==> src/rtl/stdp_lif_multi.sv <==
// ============================================================================
// Module   : stdp_lif_multi
// Brief    : LIF neuron with refractory period and N_IN pair-based STDP synapses
// Revision : 1.0
// ============================================================================
`default_nettype none

module stdp_lif_multi #(
    parameter int N_IN       = 4,
    parameter int W_W        = 8,
    parameter int V_W        = 8,
    parameter int TRACE_W    = 4,
    parameter int THRESH     = 200,
    parameter int LEAK_SHIFT = 3,
    parameter int REFRACT    = 2,
    parameter int W_INIT     = 16
) (
    input  logic                     clk,
    input  logic                     rst,
    input  logic [N_IN-1:0]          in_spike,
    input  logic                     learn_en,
    input  logic                     w_load,
    input  logic [$clog2(N_IN)-1:0]  w_load_idx,
    input  logic [W_W-1:0]           w_load_data,
    input  logic [$clog2(N_IN)-1:0]  rd_idx,
    output logic [W_W-1:0]           rd_weight,
    output logic                     spike,
    output logic [V_W-1:0]           state
);

    localparam int c_IDX_W = $clog2(N_IN);
    localparam int c_SUM_W = ((V_W > W_W) ? V_W : W_W) + c_IDX_W + 1;
    localparam int c_D_W   = ((W_W > TRACE_W) ? W_W : TRACE_W) + 2;
    localparam int c_R_W   = (REFRACT > 0) ? $clog2(REFRACT + 1) : 1;

    localparam logic [V_W-1:0]     c_V_MAX  = '1;
    localparam logic [W_W-1:0]     c_W_MAX  = '1;
    localparam logic [TRACE_W-1:0] c_T_MAX  = '1;
    localparam logic [V_W-1:0]     c_THRESH = V_W'(THRESH);

    logic [V_W-1:0]                   r_v;
    logic [c_R_W-1:0]                 r_refr;
    logic                             r_spike;
    logic [TRACE_W-1:0]               r_post;
    logic [N_IN-1:0][TRACE_W-1:0]     r_pre;
    logic [N_IN-1:0][W_W-1:0]         r_weight;

    logic [V_W-1:0]                   w_leak;
    logic [c_SUM_W-1:0]               w_isum;
    logic [c_SUM_W-1:0]               w_vfull;
    logic [V_W-1:0]                   w_vint;
    logic                             w_fire;
    logic [TRACE_W-1:0]               w_post_next;
    logic [N_IN-1:0][TRACE_W-1:0]     w_pre_next;
    logic [N_IN-1:0][W_W-1:0]         w_w_next;

    // Integration always uses the weights held before this edge's learning.
    always_comb begin
        w_isum = '0;
        for (int i = 0; i < N_IN; i++) begin
            if (in_spike[i]) begin
                w_isum = w_isum + c_SUM_W'(r_weight[i]);
            end
        end
    end

    assign w_leak  = r_v >> LEAK_SHIFT;
    assign w_vfull = c_SUM_W'(r_v) - c_SUM_W'(w_leak) + w_isum;
    assign w_vint  = (w_vfull > c_SUM_W'(c_V_MAX)) ? c_V_MAX : w_vfull[V_W-1:0];
    assign w_fire  = (r_refr == '0) && (w_vint >= c_THRESH);

    assign w_post_next = w_fire ? c_T_MAX :
                         ((r_post == '0) ? '0 : r_post - TRACE_W'(1));

    generate
        for (genvar gi = 0; gi < N_IN; gi++) begin : g_syn
            logic [TRACE_W-1:0]      w_ltp;
            logic [TRACE_W-1:0]      w_ltd;
            logic signed [c_D_W-1:0] w_sum;
            logic [W_W-1:0]          w_learned;

            assign w_ltp = w_fire ? r_pre[gi] : '0;
            assign w_ltd = in_spike[gi] ? r_post : '0;
            assign w_sum = $signed(c_D_W'(r_weight[gi])) + $signed(c_D_W'(w_ltp))
                         - $signed(c_D_W'(w_ltd));

            assign w_learned = w_sum[c_D_W-1] ? '0 :
                               (w_sum > $signed(c_D_W'(c_W_MAX))) ? c_W_MAX :
                               w_sum[W_W-1:0];

            // A load on this index wins over learning; other channels keep learning.
            assign w_w_next[gi] = (w_load && (w_load_idx == c_IDX_W'(gi))) ? w_load_data :
                                  learn_en ? w_learned : r_weight[gi];

            assign w_pre_next[gi] = in_spike[gi] ? c_T_MAX :
                                    ((r_pre[gi] == '0) ? '0 : r_pre[gi] - TRACE_W'(1));
        end
    endgenerate

    always_ff @(posedge clk) begin
        if (rst) begin
            r_v      <= '0;
            r_refr   <= '0;
            r_spike  <= 1'b0;
            r_post   <= '0;
            r_pre    <= '0;
            for (int i = 0; i < N_IN; i++) begin
                r_weight[i] <= W_W'(W_INIT);
            end
        end else begin
            r_post   <= w_post_next;
            r_pre    <= w_pre_next;
            r_weight <= w_w_next;
            if (r_refr != '0) begin
                r_v     <= '0;
                r_refr  <= r_refr - c_R_W'(1);
                r_spike <= 1'b0;
            end else if (w_fire) begin
                r_v     <= '0;
                r_refr  <= c_R_W'(REFRACT);
                r_spike <= 1'b1;
            end else begin
                r_v     <= w_vint;
                r_spike <= 1'b0;
            end
        end
    end

    assign rd_weight = (32'(rd_idx) < 32'(N_IN)) ? r_weight[rd_idx] : '0;
    assign spike     = r_spike;
    assign state     = r_v;

endmodule

`default_nettype wire

==> config.mk <==
export PLATFORM = sky130hd
export DESIGN_NAME = stdp_lif_multi
export DESIGN_NICKNAME = d
export VERILOG_FILES = /design/src/rtl/stdp_lif_multi.sv
export SDC_FILE = /design/constraint.sdc
export NUM_CORES = 1
export LEC_CHECK = 0
export CORE_AREA = 5 5 98 137
export CTS_CLUSTER_SIZE = 20
export DETAILED_ROUTE_END_ITERATION = 6
export DIE_AREA = 0 0 103 142
export PLACE_DENSITY = 0.78
export SYNTH_ARGS = -nofsm -noshare
export SYNTH_HDL_FRONTEND = slang
export SYNTH_SLANG_ARGS = --single-unit
==> constraint.sdc <==
create_clock -name clk -period 19.6 [get_ports clk]
set_clock_uncertainty 0.15 [all_clocks]
set_input_delay 1.96 -clock clk [delete_from_list [all_inputs] [get_ports clk]]
set_output_delay 1.96 -clock clk [all_outputs]
set_load 0.05 [all_outputs]
* Yosys cells after proc, flatten, opt, wreduce, memory -nomap -nowiden
Index checks and enable logic that the tools add are counted.
** Storage, ports and cells
- Register bits after elaboration :: 63
- Bits of input ports :: 20
** Operators by class
- Add/sub/neg operators :: 19
- Magnitude comparators :: 7
- Equality and inequality tests :: 3
- Mux-type cells :: 44
- Reduce and logical (&&, ||, !) cells :: 20
** Operators with widths (count)
- 8-bit 2-to-1 mux :: 19
- 4-bit 2-to-1 mux :: 18
- 10-bit by 9-bit greater-than comparator with 1-bit output (second input constant) :: 4
- 9-bit by 4-bit subtractor with 10-bit output :: 4
- 8-bit by 4-bit adder with 9-bit output :: 4
- 11-bit by 8-bit adder with 11-bit output :: 3
- 11-bit 2-to-1 mux :: 3
- 4-bit logical NOT :: 5
- 4-bit by 1-bit subtractor with 4-bit output (second input constant) :: 5
- 8-bit binary-select mux with 2-bit select :: 1
- 2-bit nonzero test :: 6
- 11-bit adder :: 1
- 11-bit by 8-bit greater-than comparator with 1-bit output (second input constant) :: 1
- 8-bit by 5-bit subtractor with 9-bit output :: 1
- 8-bit greater-or-equal comparator (second input constant) :: 1
- 1-bit logical AND :: 5
- 2-bit equality test (second input constant) :: 2
- 2-bit logical NOT :: 2
- 2-bit 2-to-1 mux :: 2
- 2-bit by 3-bit less-than comparator with 1-bit output (second input constant) :: 1
- 3-bit OR reduction :: 1
- 2-bit by 1-bit equality test with 1-bit output (second input constant) :: 1
- 2-bit OR reduction :: 1
- 2-bit by 1-bit subtractor with 2-bit output (second input constant) :: 1
- 1-bit 2-to-1 mux :: 1

* Depth between registers and ports, before layout
- Depth after elaboration :: 20
- Mapped depth :: 43
- Gate-level depth less buffers :: 41

* Worst setup path after synthesis
OpenSTA, ideal clock, no wires.
- Kind :: input to register
- Start point :: input in_spike[0]
- End point :: register r_weight[23] (netlist bit)
- Setup time :: 0.151 ns
- Arrival time :: 9.807 ns
- Setup slack :: 9.492 ns
- Stages on the path :: 42
- Cell sequence :: clkbuf_1 -> nand2_1 -> inv_1 -> ha_1 -> a21o_1 -> a21oi_1 -> maj3_1 -> o21ai_0 -> xor2_1 -> nand2_1 -> o21ai_0 -> ha_1 -> o21a_1 -> a21boi_0 -> nor2_1 -> xnor2_1 -> a21oi_1 -> ha_1 -> [6 not listed] -> nand2_1 -> o2bb2ai_1 -> o41ai_1 -> or4_4 -> a31oi_4 -> buf_6 -> nand2_1 -> ha_1 -> inv_1 -> ha_1 -> fa_1 -> a21o_1 -> a21oi_1 -> o21bai_1 -> a2111oi_0 -> a211o_1 -> xnor2_1 -> a311oi_1
** Between the ends
- Cells in the longest elaborated chain, start to end :: 20
** Ends and longest elaborated chain
- start: declaration :: RTL line 20 : input logic [N_IN-1:0] in_spike,
- 8-bit 2-to-1 mux * :: RTL line 61 : if (in_spike[i]) begin
- 11-bit by 8-bit adder with 11-bit output :: RTL line 62 : w_isum = w_isum + c_SUM_W'(r_weight[i]);
- 11-bit 2-to-1 mux * :: RTL line 61
- 11-bit by 8-bit adder with 11-bit output :: RTL line 62
- 11-bit 2-to-1 mux * :: RTL line 61
- 11-bit by 8-bit adder with 11-bit output :: RTL line 62
- 11-bit 2-to-1 mux * :: RTL line 61
- 11-bit adder * :: RTL line 68 : assign w_vfull = c_SUM_W'(r_v) - c_SUM_W'(w_leak) + w_isum;
- [4 not listed]
- 4-bit 2-to-1 mux * :: RTL line 82 : assign w_ltp = w_fire ? r_pre[gi] : '0;
- 8-bit by 4-bit adder with 9-bit output * :: RTL line 84 : assign w_sum = $signed(c_D_W'(r_weight[gi])) + $signed(c_D_W'(w_ltp))
- 9-bit by 4-bit subtractor with 10-bit output * :: RTL line 85 : - $signed(c_D_W'(w_ltd));
- 10-bit by 9-bit greater-than comparator with 1-bit output :: RTL line 88 : (w_sum > $signed(c_D_W'(c_W_MAX))) ? c_W_MAX :
- 8-bit 2-to-1 mux :: RTL line 88
- 8-bit 2-to-1 mux * :: RTL line 87 : assign w_learned = w_sum[c_D_W-1] ? '0 :
- 8-bit 2-to-1 mux * :: RTL line 93 : learn_en ? w_learned : r_weight[gi];
- 8-bit 2-to-1 mux * :: RTL line 92 : assign w_w_next[gi] = (w_load && (w_load_idx == c_IDX_W'(gi))) ? w_load_data :
- end signal: indexed assignment :: RTL line 108 : r_weight[i] <= W_W'(W_INIT);
- end signal: assignment :: RTL line 113 : r_weight <= w_w_next;
- end: declaration :: RTL line 46 : logic [N_IN-1:0][W_W-1:0] r_weight;
Every way passes the cells marked *; elsewhere a longest branch is shown, timed or not. The select of a mux whose other input is x is not followed.
A chain may end at the register's enable or synchronous reset.

* Worst setup path in the final report
- Start point :: input in_spike[0]
- End point :: register r_weight[26] (netlist bit)
The elaborated chain is that of the path after synthesis.

==> impl_metrics.ini <==
[placed_design]
gp_congestion = 0.9777
portBuffers = 36
dp_slack_ps = 7474
hpwlAfterDp_um = 15310

[die]
die_w_um = 103
start_util_pct = 58.12
die_h_um = 142
core_um2 = 12130
ios = 37
die_area_um2 = 14630
rows = 48

[routing]
post_drt_wl_per_cell_um = 18.27
drtIter0Drc = 395
drc = 0
ant_nets = 0
dr.pass1.iters = 5
wl_um = 19280
via_per_inst = 6.194
num_vias = 6535

[cts]
cts_max_level = 3
clkSinkCount = 63
clock_latency_ps = 340
cts_buffers = 9
post_cts_resize_count = 0
postCtsSetupBuffers = 0
ctsHoldBuffers = 0
cts_root_buf = clkbuf_16
clockBufferDepth = 2
clk_pin_slew_worst_paths_ps = 50
cts_tree = done

[global_route]
grt_usage_pct = 27.31
grt_pass1_wl_um = 31220
overflow = 0
grt_max_degree = 53
antenna_found_initial = 0
first_global_vias = 6386

[final_layout]
final_core_util_pct = 64.42
multiInputGateArea_um2 = 5340
final_cell_mix = 94 x inv_1, 84 x ha_1, 79 x a21oi_1, 63 x dfxtp_1, 56 x nor2_1
layout_commonest_cell = inv_1
fillers = 1064
seqCellArea_um2 = 1261
drive_above_1_share_pct = 5.414
n_antenna_cell = 0
syn_to_final_growth_pct = 10.84
final_nets = 1026

[synthesis]
syn_avg_cell_area_um2 = 8.049
synth_cell_types = 63
ys_seq_area_share_pct = 17.89
ys_dominant_reg_cell = dfxtp_1
syn_inst = 876
synth_area_um2 = 7051
async_flop_share_pct = 0
synth-edff-count = 0
ys_seq_elements = 63
yosysWarnings = 0
synthesis.nets = 1001

[sta]
fin_crit_sh_pct = 60.27
hold_viol_final = 0
max_freq_mhz = 84.65
drv_slew = 0
setup-violations-final = 0
fin_crit_ps = 11810
finalSetupTns_ps = 0
slew-limit-headroom_pct = 28.80
tightest_slew_ps = 1064
final.setup.worst_slack_ps = 7787
rsz0062_at_grt = no

[critical_path]
start_kind = primary input
critPathTopFamily = compound AO/OA/AOI/OAI gates
path_class = primary input to flop
cp_slowest_cell = clkdlybuf4s50_1
cpPeakStageDelay_ps = 780
cp-end-kind = flop
timing.rr.start = r_weight[0]
crit_arrival_ps = 11900
crit_fanout = 16
crit_buf_inv = 2
startpoint = in_spike[0]
required_ps = 19680

[worst_hold_path]
hold_start = r_refr[0]
hp-class = flop to flop

[flow_run]
maxCapViolCount = 0

[outcome]
status = finished clean
[synth_stat cells, types with 3 or more instances]
master / count / area (um2)
inv_1: 94 / 352.8
ha_1: 84 / 1051
a21oi_1: 79 / 395.4
dfxtp_1: 63 / 1261
nor2_1: 56 / 210.2
nand2_1: 50 / 187.7
nor3_1: 39 / 195.2
o21ai_0: 35 / 175.2
xnor2_1: 35 / 306.5
a221oi_1: 25 / 219.0
and2_1: 24 / 150.1
clkbuf_1: 21 / 78.83
fa_1: 21 / 420.4
a21o_1: 19 / 142.6
xor2_1: 19 / 166.4
nor2b_1: 15 / 93.84
and2_0: 14 / 87.58
o21bai_1: 13 / 97.59
o31ai_1: 13 / 97.59
nand3_1: 12 / 60.06
a211oi_1: 11 / 82.58
mux2_2: 10 / 112.6
nor3b_1: 10 / 75.07
a31oi_1: 9 / 56.30
a2111oi_0: 8 / 70.07
mux4_2: 8 / 180.2
o21a_1: 7 / 52.55
a211o_1: 6 / 52.55
a21boi_0: 5 / 37.54
nand3b_1: 5 / 37.54
or2_2: 5 / 31.28
a311oi_1: 4 / 35.03
and3_1: 4 / 25.02
mux2i_1: 4 / 40.04
o211ai_1: 4 / 30.03
o311ai_0: 4 / 35.03
o41ai_1: 4 / 35.03
or3_1: 4 / 25.02
nor4_1: 3 / 18.77
[worst register-to-register path, delay by kind of cell (launching register included)]
family	cells	cell delay (ps)
flops	1	430
buf+inv	1	60
fa+ha+maj	8	2940
simple gates	8	1490
xor+xnor	3	470
compound gates	15	4160
[routing by layer]
metal | up-vias | GRT usage (%) | share of wire (%)
met2 | 164 | 47.65 | 50
met1 | 3085 | 31.26 | 39
met4 | 0 | 15.83 | 6.1
li1 | 3229 | - | -
met5 | - | 0 | 0
met3 | 57 | 3.580 | 4.0
[kinds of logic after synthesis]
family                   after synthesis  share of synthesized area [%]
adder cells (fa/ha/maj)              107                          21.15
buffers and inverters                119                          6.442
flip-flops                            63                          17.89
multiplexers                          22                          4.721
XOR/XNOR                              54                          6.708
AO/OA/AOI/OAI                        265                          25.47
AND/OR/NAND/NOR                      246                          17.62
[stage by stage]
stage	hold WS [ps]	std cells	area, um2
floorplan	288.0	876	7051
global route	349.2	1055	7815
finish	320.1	1055	7815
detailed placement	312.5	1040	7516
global placement	296.8	1040	7516
CTS	320.2	1055	7815
[layout make-up]
class / count / area share (%)
timing repair buffer: 38 / 4.739
clock inverter: 3 / 0.5443
multi-input combinational: 694 / 68.33
tap: 150 / 2.402
clock buffer: 12 / 3.282
inverter: 95 / 4.563
sequential: 63 / 16.14
[state kept, by name, summed over array words and instances, names as in the netlist]
register  cells
state         8
r_pre        16
r_weight     32
r_post        4
spike         1
r_refr        2
[final timing paths]
check	to	slack (ps)	depth (start not counted)
setup / recovery	r_weight[26]	7790	36
hold / removal	r_refr[0]	320	2
setup reg to reg	r_weight[26]	9810	35
hold reg to reg	r_refr[0]	320	2
Power is left out: the tool's default activity adds up to more than one toggle a clock period on the data nets, which glitch-free logic cannot reach.
